--- src/rtl/ntt_defines_pkg.sv ---
// Shared NTT definitions: latencies, layer count and scheduler state type.
package ntt_defines_pkg;

  localparam int unsigned MLKEM_MASKED_GS_BF_LATENCY = 15;
  localparam int unsigned MLKEM_INTT_NUM_LAYERS      = 7;

  typedef enum logic [1:0] {
    BF_IDLE  = 2'd0,
    BF_ISSUE = 2'd1,
    BF_DRAIN = 2'd2,
    BF_DONE  = 2'd3
  } ntt_bf_sched_state_e;

endpackage

--- src/rtl/ntt_mlkem_bf_wb_delay.sv ---
// Valid + payload shift register tracking in-flight butterfly ops to write-back.
module ntt_mlkem_bf_wb_delay #(
  parameter int unsigned DEPTH = 16,
  parameter int unsigned W     = 16
) (
  input  logic         clk,
  input  logic         reset_n,
  input  logic         zeroize,
  input  logic         valid_i,
  input  logic [W-1:0] data_i,
  output logic         valid_o,
  output logic [W-1:0] data_o
);

  logic [DEPTH-1:0] vld_q;
  logic [W-1:0]     dat_q [DEPTH];

  always_ff @(posedge clk or negedge reset_n) begin
    if (!reset_n) begin
      vld_q <= '0;
      for (int unsigned k = 0; k < DEPTH; k++) dat_q[k] <= '0;
    end else if (zeroize) begin
      vld_q <= '0;
      for (int unsigned k = 0; k < DEPTH; k++) dat_q[k] <= '0;
    end else begin
      vld_q    <= {vld_q[DEPTH-2:0], valid_i};
      dat_q[0] <= data_i;
      for (int unsigned k = 1; k < DEPTH; k++) dat_q[k] <= dat_q[k-1];
    end
  end

  assign valid_o = vld_q[DEPTH-1];
  assign data_o  = dat_q[DEPTH-1];

endmodule

--- src/rtl/ntt_mlkem_masked_intt_bf_sched.sv ---
// Sequences one ML-KEM INTT layer through the fixed-latency masked GS butterfly.
module ntt_mlkem_masked_intt_bf_sched
  import ntt_defines_pkg::*;
#(
  parameter int unsigned ADDR_W = 8,
  parameter int unsigned RD_LAT = 1,
  parameter int unsigned BF_LAT = MLKEM_MASKED_GS_BF_LATENCY
) (
  input  logic              clk,
  input  logic              reset_n,
  input  logic              zeroize,
  input  logic              start_i,
  input  logic [2:0]        layer_i,
  input  logic              rnd_valid_i,
  output logic              busy_o,
  output logic              done_o,
  output logic              err_o,
  output logic              issue_o,
  output logic [ADDR_W-1:0] rd_u_addr_o,
  output logic [ADDR_W-1:0] rd_v_addr_o,
  output logic [6:0]        zeta_idx_o,
  output logic              wr_en_o,
  output logic [ADDR_W-1:0] wr_u_addr_o,
  output logic [ADDR_W-1:0] wr_v_addr_o
);

  localparam int unsigned DLY   = RD_LAT + BF_LAT;
  localparam int unsigned CNT_W = $clog2(DLY);
  localparam logic [2:0]  LAST_LAYER = 3'(MLKEM_INTT_NUM_LAYERS - 1);

  ntt_bf_sched_state_e state_q;
  logic [2:0]          layer_q;
  logic [6:0]          op_q;
  logic [CNT_W-1:0]    drain_q;

  logic [ADDR_W-1:0] len, j, u, v;
  logic [6:0]        g;
  logic [2*ADDR_W-1:0] wb_data;

  assign issue_o = (state_q == BF_ISSUE) && rnd_valid_i && !zeroize;
  assign err_o   = (state_q == BF_IDLE) && start_i && (layer_i > LAST_LAYER) && !zeroize;
  assign busy_o  = (state_q != BF_IDLE);
  assign done_o  = (state_q == BF_DONE);

  // Group/offset decomposition of op index: u = g*2*len + j, v = u + len.
  always_comb begin
    len = ADDR_W'(2) << layer_q;
    j   = ADDR_W'(op_q) & (len - ADDR_W'(1));
    g   = op_q >> ({1'b0, layer_q} + 4'd1);
    u   = (ADDR_W'(g) << ({1'b0, layer_q} + 4'd2)) | j;
    v   = u + len;
  end

  assign rd_u_addr_o = issue_o ? u : '0;
  assign rd_v_addr_o = issue_o ? v : '0;
  assign zeta_idx_o  = issue_o ? ((7'h7f >> layer_q) - g) : '0;

  always_ff @(posedge clk or negedge reset_n) begin
    if (!reset_n) begin
      state_q <= BF_IDLE;
      layer_q <= '0;
      op_q    <= '0;
      drain_q <= '0;
    end else if (zeroize) begin
      state_q <= BF_IDLE;
      layer_q <= '0;
      op_q    <= '0;
      drain_q <= '0;
    end else begin
      case (state_q)
        BF_IDLE: begin
          if (start_i && (layer_i <= LAST_LAYER)) begin
            layer_q <= layer_i;
            op_q    <= '0;
            state_q <= BF_ISSUE;
          end
        end
        BF_ISSUE: begin
          if (issue_o) begin
            op_q <= op_q + 7'd1;
            if (op_q == 7'd127) begin
              drain_q <= '0;
              state_q <= BF_DRAIN;
            end
          end
        end
        BF_DRAIN: begin
          drain_q <= drain_q + 1'b1;
          if (drain_q == CNT_W'(DLY - 1)) state_q <= BF_DONE;
        end
        default: state_q <= BF_IDLE;
      endcase
    end
  end

  assign wb_data = {rd_u_addr_o, rd_v_addr_o};

  ntt_mlkem_bf_wb_delay #(
    .DEPTH (DLY),
    .W     (2*ADDR_W)
  ) u_wb_delay (
    .clk     (clk),
    .reset_n (reset_n),
    .zeroize (zeroize),
    .valid_i (issue_o),
    .data_i  (wb_data),
    .valid_o (wr_en_o),
    .data_o  ({wr_u_addr_o, wr_v_addr_o})
  );

endmodule

--- config.mk ---
export PLATFORM = sky130hd
export DESIGN_NAME = ntt_mlkem_masked_intt_bf_sched
export DESIGN_NICKNAME = d
export VERILOG_FILES = /design/src/rtl/ntt_defines_pkg.sv /design/src/rtl/ntt_mlkem_bf_wb_delay.sv /design/src/rtl/ntt_mlkem_masked_intt_bf_sched.sv
export SDC_FILE = /design/constraint.sdc
export NUM_CORES = 1
export LEC_CHECK = 0
export ABC_AREA = 1
export BUFFER_PORTS_ARGS = -buffer_cell sky130_fd_sc_hd__buf_4
export CELL_PAD_IN_SITES_DETAIL_PLACEMENT = 1
export CELL_PAD_IN_SITES_GLOBAL_PLACEMENT = 1
export CORE_ASPECT_RATIO = 1.2
export CORE_MARGIN = 10
export CORE_UTILIZATION = 28
export CTS_CLUSTER_DIAMETER = 40
export DETAILED_ROUTE_END_ITERATION = 7
export PLACE_DENSITY_LB_ADDON = 0.25
export SLEW_MARGIN = 20
export SYNTH_ARGS = -nofsm -noshare
export SYNTH_HDL_FRONTEND = slang
export SYNTH_SLANG_ARGS = --single-unit
--- constraint.sdc ---
create_clock -name clk -period 5.1 [get_ports clk]
set_input_delay 0.51 -clock clk [delete_from_list [all_inputs] [get_ports clk]]
set_output_delay 0.51 -clock clk [all_outputs]
set_load 0.01 [all_outputs]
==> results, run 1 <==
- The worst pin sits at a relative slew slack of 32.6%.
- The routed layout has 6649 vias.
- The number of hold buffers added after CTS is 0.
- Synthesis produced a netlist with a net count of 1132.
- In this run the worst setup path terminates at rd_v_addr_o[7].
- Cell internal power was estimated by the tool at 4.05 mW.
- The power after layout is 5.44 mW.
- The remaining number of nets flagged by the antenna check after routing is 0.
- The clock reaches the later pin of the worst-skew pair after 540 ps.
- The top-level port count is 52.
- The total number of placement rows is 77.
- The max-capacitance violation count is 0.
- The first global-routing pass estimated 34200 um of wire.
- The number of enable flip-flop cells after synthesis is 0.
- In the final layout, the multi-input gates occupy 2370 um^2.
- During placement, the flow inserted port buffers numbering 51.
- The layout overhead on the synthesized area is 20.0%.
- The number of antenna diodes in the final layout is 0.
- The share of the core filled with cells in the final layout is 34.2%.
- The flop-to-flop setup slack is 1630 ps.
- The routed length per placed instance is 12.0 um.
- The start of the worst register-to-register path is layer_q[0].
- After detailed routing, the number of vias per cell comes to 4.04.
- The switching power of the nets is 1.39 mW.
- The final-stage net count is 1175.
- The initial utilization of the core area, before any placement, comes to 28.5%.
- The clock network is responsible for 49.9% of the overall power.
- The number of unique standard cell types used by synthesis is 36.
- From bottom edge to top edge, the die measures 233 um.
- Wires add up to 19700 um.
- Clock tree synthesis inserted a total of 37 buffers.
- Counting the fill cells in the layout gives 4240.
- Sequential elements use 64.5% of the synthesized area.
- The average size of a mapped cell is 9.58 um^2.
- The most critical setup path has its startpoint at layer_q[0].
- Entering global routing, the biggest net connects 142 pins.
- The detailed router finished its first iteration with 360 violations.
- The number of antenna violations at the first check in global routing is 0.
- Across the VDD grid, the largest voltage drop is 0.195 mV.
- By startpoint and endpoint, the worst setup path is classified as register to primary output.
- The tightest hold margin is 69.9 ps.
- The mapped netlist covers 10600 um^2.
- Summed over all layers, the global routing overflow is 0.
- The share of power burned in registers is 41.0%.
- In the global route stage, overall resource usage came out at 9.01%.
- The final critical path takes up 88.4% of the cycle.
- The timing-limited maximum frequency is 0.222 GHz.
- The tree is rooted in a sky130_fd_sc_hd__clkbuf_16.
- The area of the die is 45900 um^2.
- The x dimension of the die is 197 um.
- The top cell types in the final layout, fill and taps aside, are 272 x sky130_fd_sc_hd__dfrtp_1, 271 x sky130_fd_sc_hd__inv_1, 267 x sky130_fd_sc_hd__nor2_1.
- The accumulated negative setup slack is 0 ps.
- The routability-driven placement congestion ratio is 0.758.
- Setup violations remaining at the end of the flow were counted as 0.
- The switching portion of total power is 25.6%.
- The power density over cell area is 430 nW/um^2.
- The tightest min-delay check is of the input pin to asynchronous set/reset pin type.
- The register bit total from synthesis is 272.
- Clock-pin slew was measured on the worst setup and hold paths at 50 ps.
- The total of cells resized after clock tree synthesis is 0.
- The warning count from the yosys run is 0.
- Synthesis produced a netlist whose cell count is 1101.
- Setup repair after global routing left no endpoint under its margin.
- The first detailed-routing pass ran for 4 iterations.
- In the routed design, unresolved DRC markers number 0.
- STA classifies the critical path endpoint as a primary output.
- The placeable core region is 37000 um^2.
- The arrival time at the worst endpoint is 4000 ps.
- The share of post-route cells with drive strength above 1 is 13.7%.
- The combinational fraction of design power is 9.1%.
- The measured slew at the worst slew-check pin is 1010 ps.
- The peak fanout along the critical path is 17.
- Across the whole layout, storage elements account for 6810 um^2.
- On the final layout, the worst clock skew is 37.2 ps.
- The share of synthesized registers carrying an async set or reset is 100%.
- The final number of hold-violating endpoints is 0.
- The most used flip-flop cell after synthesis is sky130_fd_sc_hd__dfrtp_1.
- The number of slew-limit violations in the final report is 0.
- Data on the critical path is required at its endpoint by 4590 ps.
- Measured in cells, the most critical reg-to-reg path has a length of 19.
- The HPWL after detailed placement is 12000 um.
- The run finished with clean final reports.
- The worst path in the final design needs a cycle of 4510 ps, including I/O delays and setup.
- The total number of H-tree levels is 2.
- The leakage power is 6.19 nW.
- Leaving out fill and tap cells, the most frequent cell in the layout is sky130_fd_sc_hd__dfrtp_1.
- The maximum root-to-sink buffer count is 3.
- In this run the critical register-to-register path is captured at u_wb_delay.dat_q[247].
- The via count of the first global-routing pass is 7081.
- The total clock sinks is 272.
- The TritonCTS clock tree is done.
- The kind of start point of the critical path is a register.
- The post-CTS setup buffer count is 0.
## through the flow
step	area [um^2]	instances	setup WS, ps
4_1_cts	12600	1645	555
2_1_floorplan	10600	1101	1780
3_3_place_gp	11300	1578	1140
3_5_place_dp	11300	1578	1140
5_1_grt	12700	1646	235
6_report	12700	1646	594
## worst min path at each step
| stage | from | to | slack (ps) |
|---|---|---|---|
| global placement | u_wb_delay.dat_q[181] | u_wb_delay.dat_q[165] | 430 |
| detailed placement | u_wb_delay.dat_q[86] | u_wb_delay.dat_q[70] | 450 |
| CTS | reset_n | u_wb_delay.dat_q[81] | 80 |
| floorplan | reset_n | drain_q[0] | 210 |
| global route | reset_n | u_wb_delay.vld_q[15] | 140 |
| finish | reset_n | u_wb_delay.vld_q[15] | 70 |
## power by group through the flow
stage          clock network, mW  logic, mW  registers, mW
2_1_floorplan                  0      0.349           2.24
5_1_grt                     2.91      0.579           2.23
4_1_cts                     2.81      0.515           2.23
3_3_place_gp                   0      0.508           2.27
3_5_place_dp                   0      0.512           2.27
6_report                    2.71      0.497           2.23
## registers in the layout (all words and copies together), names as in the netlist
| register | count |
|---|---|
| drain_q | 4 |
| u_wb_delay.vld_q | 16 |
| u_wb_delay.data_o | 15 |
| layer_q | 3 |
| op_q | 7 |
| state_q | 2 |
| u_wb_delay.dat_q | 225 |
## cell usage after synthesis (2+ instances only)
| master | n | area share [%] |
|---|---|---|
| sky130_fd_sc_hd__buf_8 | 2 | 0.28 |
| sky130_fd_sc_hd__buf_2 | 2 | 0.095 |
| sky130_fd_sc_hd__nand3_2 | 8 | 0.76 |
| sky130_fd_sc_hd__nand2_2 | 8 | 0.47 |
| sky130_fd_sc_hd__ha_1 | 21 | 2.5 |
| sky130_fd_sc_hd__fa_1 | 2 | 0.38 |
| sky130_fd_sc_hd__clkbuf_1 | 28 | 1.0 |
| sky130_fd_sc_hd__nor3_1 | 6 | 0.28 |
| sky130_fd_sc_hd__a21oi_1 | 40 | 1.9 |
| sky130_fd_sc_hd__nor3b_1 | 2 | 0.14 |
| sky130_fd_sc_hd__dfrtp_1 | 272 | 65 |
| sky130_fd_sc_hd__buf_6 | 2 | 0.21 |
| sky130_fd_sc_hd__nor2_2 | 3 | 0.18 |
| sky130_fd_sc_hd__inv_4 | 2 | 0.12 |
| sky130_fd_sc_hd__nor2_1 | 267 | 9.5 |
| sky130_fd_sc_hd__buf_4 | 19 | 1.4 |
| sky130_fd_sc_hd__inv_2 | 9 | 0.32 |
| sky130_fd_sc_hd__o21ai_0 | 23 | 1.1 |
| sky130_fd_sc_hd__nand4_1 | 3 | 0.18 |
| sky130_fd_sc_hd__o21ai_1 | 2 | 0.095 |
| sky130_fd_sc_hd__nor2_4 | 2 | 0.21 |
| sky130_fd_sc_hd__o21ai_2 | 2 | 0.17 |
| sky130_fd_sc_hd__inv_1 | 271 | 9.6 |
| sky130_fd_sc_hd__nand3_1 | 31 | 1.5 |
| sky130_fd_sc_hd__nand2_1 | 63 | 2.2 |
## routing by layer
layer	share of wire, %	GRT usage, %	vias up
met5	0	0	-
met4	2.3	3.20	0
met3	5.2	2.61	36
met2	49	15.7	88
met1	43	10.3	3274
li1	-	-	3251
## worst max-delay path: stages, from the launching register on
cell	delay, ps
sky130_fd_sc_hd__dfrtp_1	900
sky130_fd_sc_hd__inv_4	130
sky130_fd_sc_hd__nand2_1	140
sky130_fd_sc_hd__nand2_1	60
sky130_fd_sc_hd__nand2_1	70
sky130_fd_sc_hd__nand3_2	110
sky130_fd_sc_hd__nand3_2	100
sky130_fd_sc_hd__nand2_1	110
sky130_fd_sc_hd__nand3_1	140
sky130_fd_sc_hd__nand2_1	80
sky130_fd_sc_hd__ha_1	230
sky130_fd_sc_hd__fa_1	420
sky130_fd_sc_hd__nand3_1	90
sky130_fd_sc_hd__nand2_1	90
sky130_fd_sc_hd__nand2_1	70
sky130_fd_sc_hd__nand2_1	50
sky130_fd_sc_hd__a21oi_1	150
sky130_fd_sc_hd__xor2_1	210
sky130_fd_sc_hd__nand2_1	70
sky130_fd_sc_hd__nand2_1	80
sky130_fd_sc_hd__nor2_1	40
sky130_fd_sc_hd__buf_4	140
## cells by family after synthesis
| group | share of synthesized area [%] |
|---|---|
| AND/OR/NAND/NOR | 15.9 |
| flip-flops | 64.5 |
| buffers and inverters | 13.0 |
| AO/OA/AOI/OAI | 3.50 |
| XOR/XNOR | 0.166 |
| adder cells (fa/ha/maj) | 2.87 |
## cell type report
cell class / count / share of cell area (%)
tap: 474 / 4.69
multi-input combinational: 494 / 18.7
inverter: 282 / 8.40
sequential: 272 / 53.8
clock buffer: 50 / 8.49
timing repair buffer: 57 / 3.73
clock inverter: 17 / 2.18
Power figures use the tool's default switching activity.
==> run 2: changes to the inputs <==
- CORE_ASPECT_RATIO: 1.2 -> not set
==> run 2 against run 1 <==
  * Largest cell class unchanged
  * Utilization about the same
  * Hold slack improved by 2.6 ps
  * Clock power up 4%
  * Global-route usage up 0.22 points
  * Fmax grew 3.5%
  * Sequential cell count is the same
  * Register-to-register slack improved by 170 ps
  * Highest routed layer unchanged
  * Setup slack improved by 150 ps
  * Non-clock buffer count grew 2
  * Combinational power up 2%
  * Die area about the same
==> results, run 2 (same netlist as run 1, synthesis figures left out) <==
- The run finished with clean final reports.
- The timing-limited maximum frequency is 0.230 GHz (+3.5%).
- The tightest hold margin was 72.5 ps (+2.61 ps).
- The antenna diode count is 0 (unchanged).
- The leakage power was 6.24 nW (+0.77%).
- The final-stage net count is 1182 (+0.60%).
- The number of antenna violations at the first check in global routing is 0 (unchanged).
- The number of instances in the placed design is 1618 (+2.5%).
- The measured slew at the worst slew-check pin was 1010 ps (-1.44 ps).
- The maximum clock skew at final layout is 25.1 ps (-12.1 ps).
- The period utilization is 85.4% (-3.0 points).
- The vertical die dimension came to 214 um (-8.0%).
- Leaving out fill and tap cells, the most frequent cell in the layout is sky130_fd_sc_hd__dfrtp_1.
- The first-pass GRT wire length came to 35700 um (+4.4%).
- The x dimension of the die is 214 um (+8.6%).
- The routed length per placed instance is 12.1 um (+0.79%).
- The worst register-to-register path ends at u_wb_delay.dat_q[247].
- The path category of the worst min-delay check is input pin to asynchronous set/reset pin.
- The cell area after layout is 12800 um^2 (+0.96%).
- The remaining max-slew budget at the tightest pin is 32.7% (+0.096 points).
- The critical path data required time came to 4590 ps (about the same).
- The clock transition at the register clock pins on the worst setup and hold paths after CTS is 50 ps (about the same).
- The number of standard cells in the final layout excluding fillers is 1693 (+2.9%).
- The total clock sinks came to 272 (unchanged).
- Compared with the post-synthesis result, the final layout area differs by 21.1%.
- The accumulated negative setup slack is 0 ps (unchanged).
- The critical path class is register to primary output.
- The final number of hold-violating endpoints is 0 (unchanged).
- The number of filler cells placed in the layout is 4225 (-0.35%).
- The total number of H-tree levels is 2 (unchanged).
- The flop-to-flop setup slack is 1800 ps (+170 ps).
- The start of the worst register-to-register path is layer_q[0].
- The first-pass detailed-route iteration total is 4 (unchanged).
- The number of hold buffers added after CTS is 0 (unchanged).
- The top-level port count is 52 (unchanged).
- The starting utilization of the core area is 28.2% (-0.31 points).
- The arrival time at the worst endpoint came to 3850 ps (-150 ps).
- The cell at the root of the clock tree is sky130_fd_sc_hd__clkbuf_16.
- The final setup violation count is 0 (unchanged).
- The number of slew-limit violations in the final report is 0 (unchanged).
- Leaving out fill and tap cells, the most frequent cells in the layout are 272 x sky130_fd_sc_hd__dfrtp_1, 271 x sky130_fd_sc_hd__inv_1, 267 x sky130_fd_sc_hd__nor2_1.
- The TritonCTS clock tree is done.
- The iteration-0 DRC count of the detailed router came to 397 (+10%).
- The routability-driven placement congestion ratio is 0.760 (+0.32%).
- The number of port buffers is 51 (unchanged).
- The area of the die was 45800 um^2 (about the same).
- The total global-route track usage is 9.23% (+0.22 points).
- The CTS buffer count is 42 (+14%).
- The placement-stage cell area is 11300 um^2 (+0.61%).
- Setup repair after global routing left no endpoint under its margin.
- The minimum clock period is 4360 ps (-151 ps).
- The clock insertion delay at the later pin of the skew report is 530 ps (about the same).
- The highest ir drop seen on vdd is 0.204 mV (+4.4%).
- The number of flip-flops under the largest register name was 225 (unchanged).
- The total number of placement rows was 71 (-7.8%).
- The total of cells resized after clock tree synthesis is 0 (unchanged).
- The estimated wirelength of the detail-placed design is 12300 um (+2.6%).
- The remaining number of nets flagged by the antenna check after routing is 0 (unchanged).
- The peak fanout along the critical path was 10 (-7).
- The maximum root-to-sink buffer count is 3 (unchanged).
- The routed wire length was 20400 um (+3.7%).
- STA classifies the critical path startpoint as a register.
- The via count came to 6678 (+0.44%).
- The max-capacitance violation count is 0 (unchanged).
- STA classifies the critical path endpoint as a primary output.
- The share of post-route cells with drive strength above 1 is 14.6% (+0.98 points).
- The placeable core region is 37400 um^2 (+1.1%).
- Counting flops per register, the top entry is u_wb_delay.dat_q.
- The power density over cell area came to 435 nW/um^2 (+1.1%).
- The post-CTS setup buffer count came to 0 (unchanged).
- The DRC violations left came to 0 (unchanged).
- The per-cell via count in the routed design is 3.94 (-2.4%).
- The via count of the first global-routing pass was 7142 (+0.86%).
- The maximum number of pins on one net before global-route repair came to 137 (-3.5%).
- The depth of the worst register-to-register path is 21 (+2).
- The leftover overflow at the end of global routing was 0 (unchanged).
==> run 2: worst max-delay path by stage <==
stage                     cells past startpoint  slack, ps             end  startpoint
after floorplan                              17       1780  rd_v_addr_o[7]  layer_q[2]
after global placement                       22       1290  rd_v_addr_o[7]  layer_q[0]
after detailed placement                     22       1280  rd_v_addr_o[7]  layer_q[0]
after CTS                                    22        710  rd_v_addr_o[7]  layer_q[0]
after global routing                         21        300  rd_v_addr_o[7]  layer_q[0]
final                                        22        740  rd_v_addr_o[7]  layer_q[0]
==> run 2: report_power, final <==
part | internal (mW) | total [mW] | switching [mW]
registers | 2.19 | 2.22 | 0.0315
clock network | 1.79 | 2.82 | 1.04
logic | 0.143 | 0.509 | 0.366
total | 4.12 | 5.56 | 1.43
==> run 2: routing by layer <==
layer	share of wire [%]	routed length (um)	GRT usage, %	vias to the layer above
li1	-	-	-	3272
met3	4.8	989	2.76	38
met5	0	0	0	-
met1	46	9420	11.7	3278
met4	2.3	460	3.05	0
met2	47	9560	14.8	90
==> run 2: final cells by class <==
class,instances,area (um^2),area share [%]
Inverter,282,1060,8.32
Tap cell,511,639,5.00
Clock inverter,29,322,2.52
Multi-Input combinational cell,494,2370,18.6
Timing Repair Buffer,59,470,3.68
Clock buffer,46,1110,8.66
Sequential cell,272,6810,53.3
==> run 2: critical path: stages (launching register included) <==
cell and delay (ps):
sky130_fd_sc_hd__dfrtp_1 630, sky130_fd_sc_hd__buf_4 280, sky130_fd_sc_hd__nor2_2 50, sky130_fd_sc_hd__inv_2 140, sky130_fd_sc_hd__nor2_4 60, sky130_fd_sc_hd__nand2_1 70
sky130_fd_sc_hd__nand2_1 80, sky130_fd_sc_hd__nand2_1 100, sky130_fd_sc_hd__nand2_1 80, sky130_fd_sc_hd__nand3_1 120, sky130_fd_sc_hd__nand2_1 80, sky130_fd_sc_hd__ha_1 220
sky130_fd_sc_hd__fa_1 420, sky130_fd_sc_hd__nand3_1 90, sky130_fd_sc_hd__nand2_1 90, sky130_fd_sc_hd__nand2_1 70, sky130_fd_sc_hd__nand2_1 50, sky130_fd_sc_hd__a21oi_1 150
sky130_fd_sc_hd__xor2_1 220, sky130_fd_sc_hd__nand2_1 80, sky130_fd_sc_hd__nand2_1 70, sky130_fd_sc_hd__nor2_1 40, sky130_fd_sc_hd__buf_4 140
==> run 2: stage by stage <==
step	util [%]	total power, mW	worst slack (ps)
after CTS	34.2	5.68	709
final	34.2	5.56	745
after floorplan	-	2.59	1780
after global placement	30.3	2.78	1290
after global routing	34.2	5.86	296
after detailed placement	30.3	2.79	1280
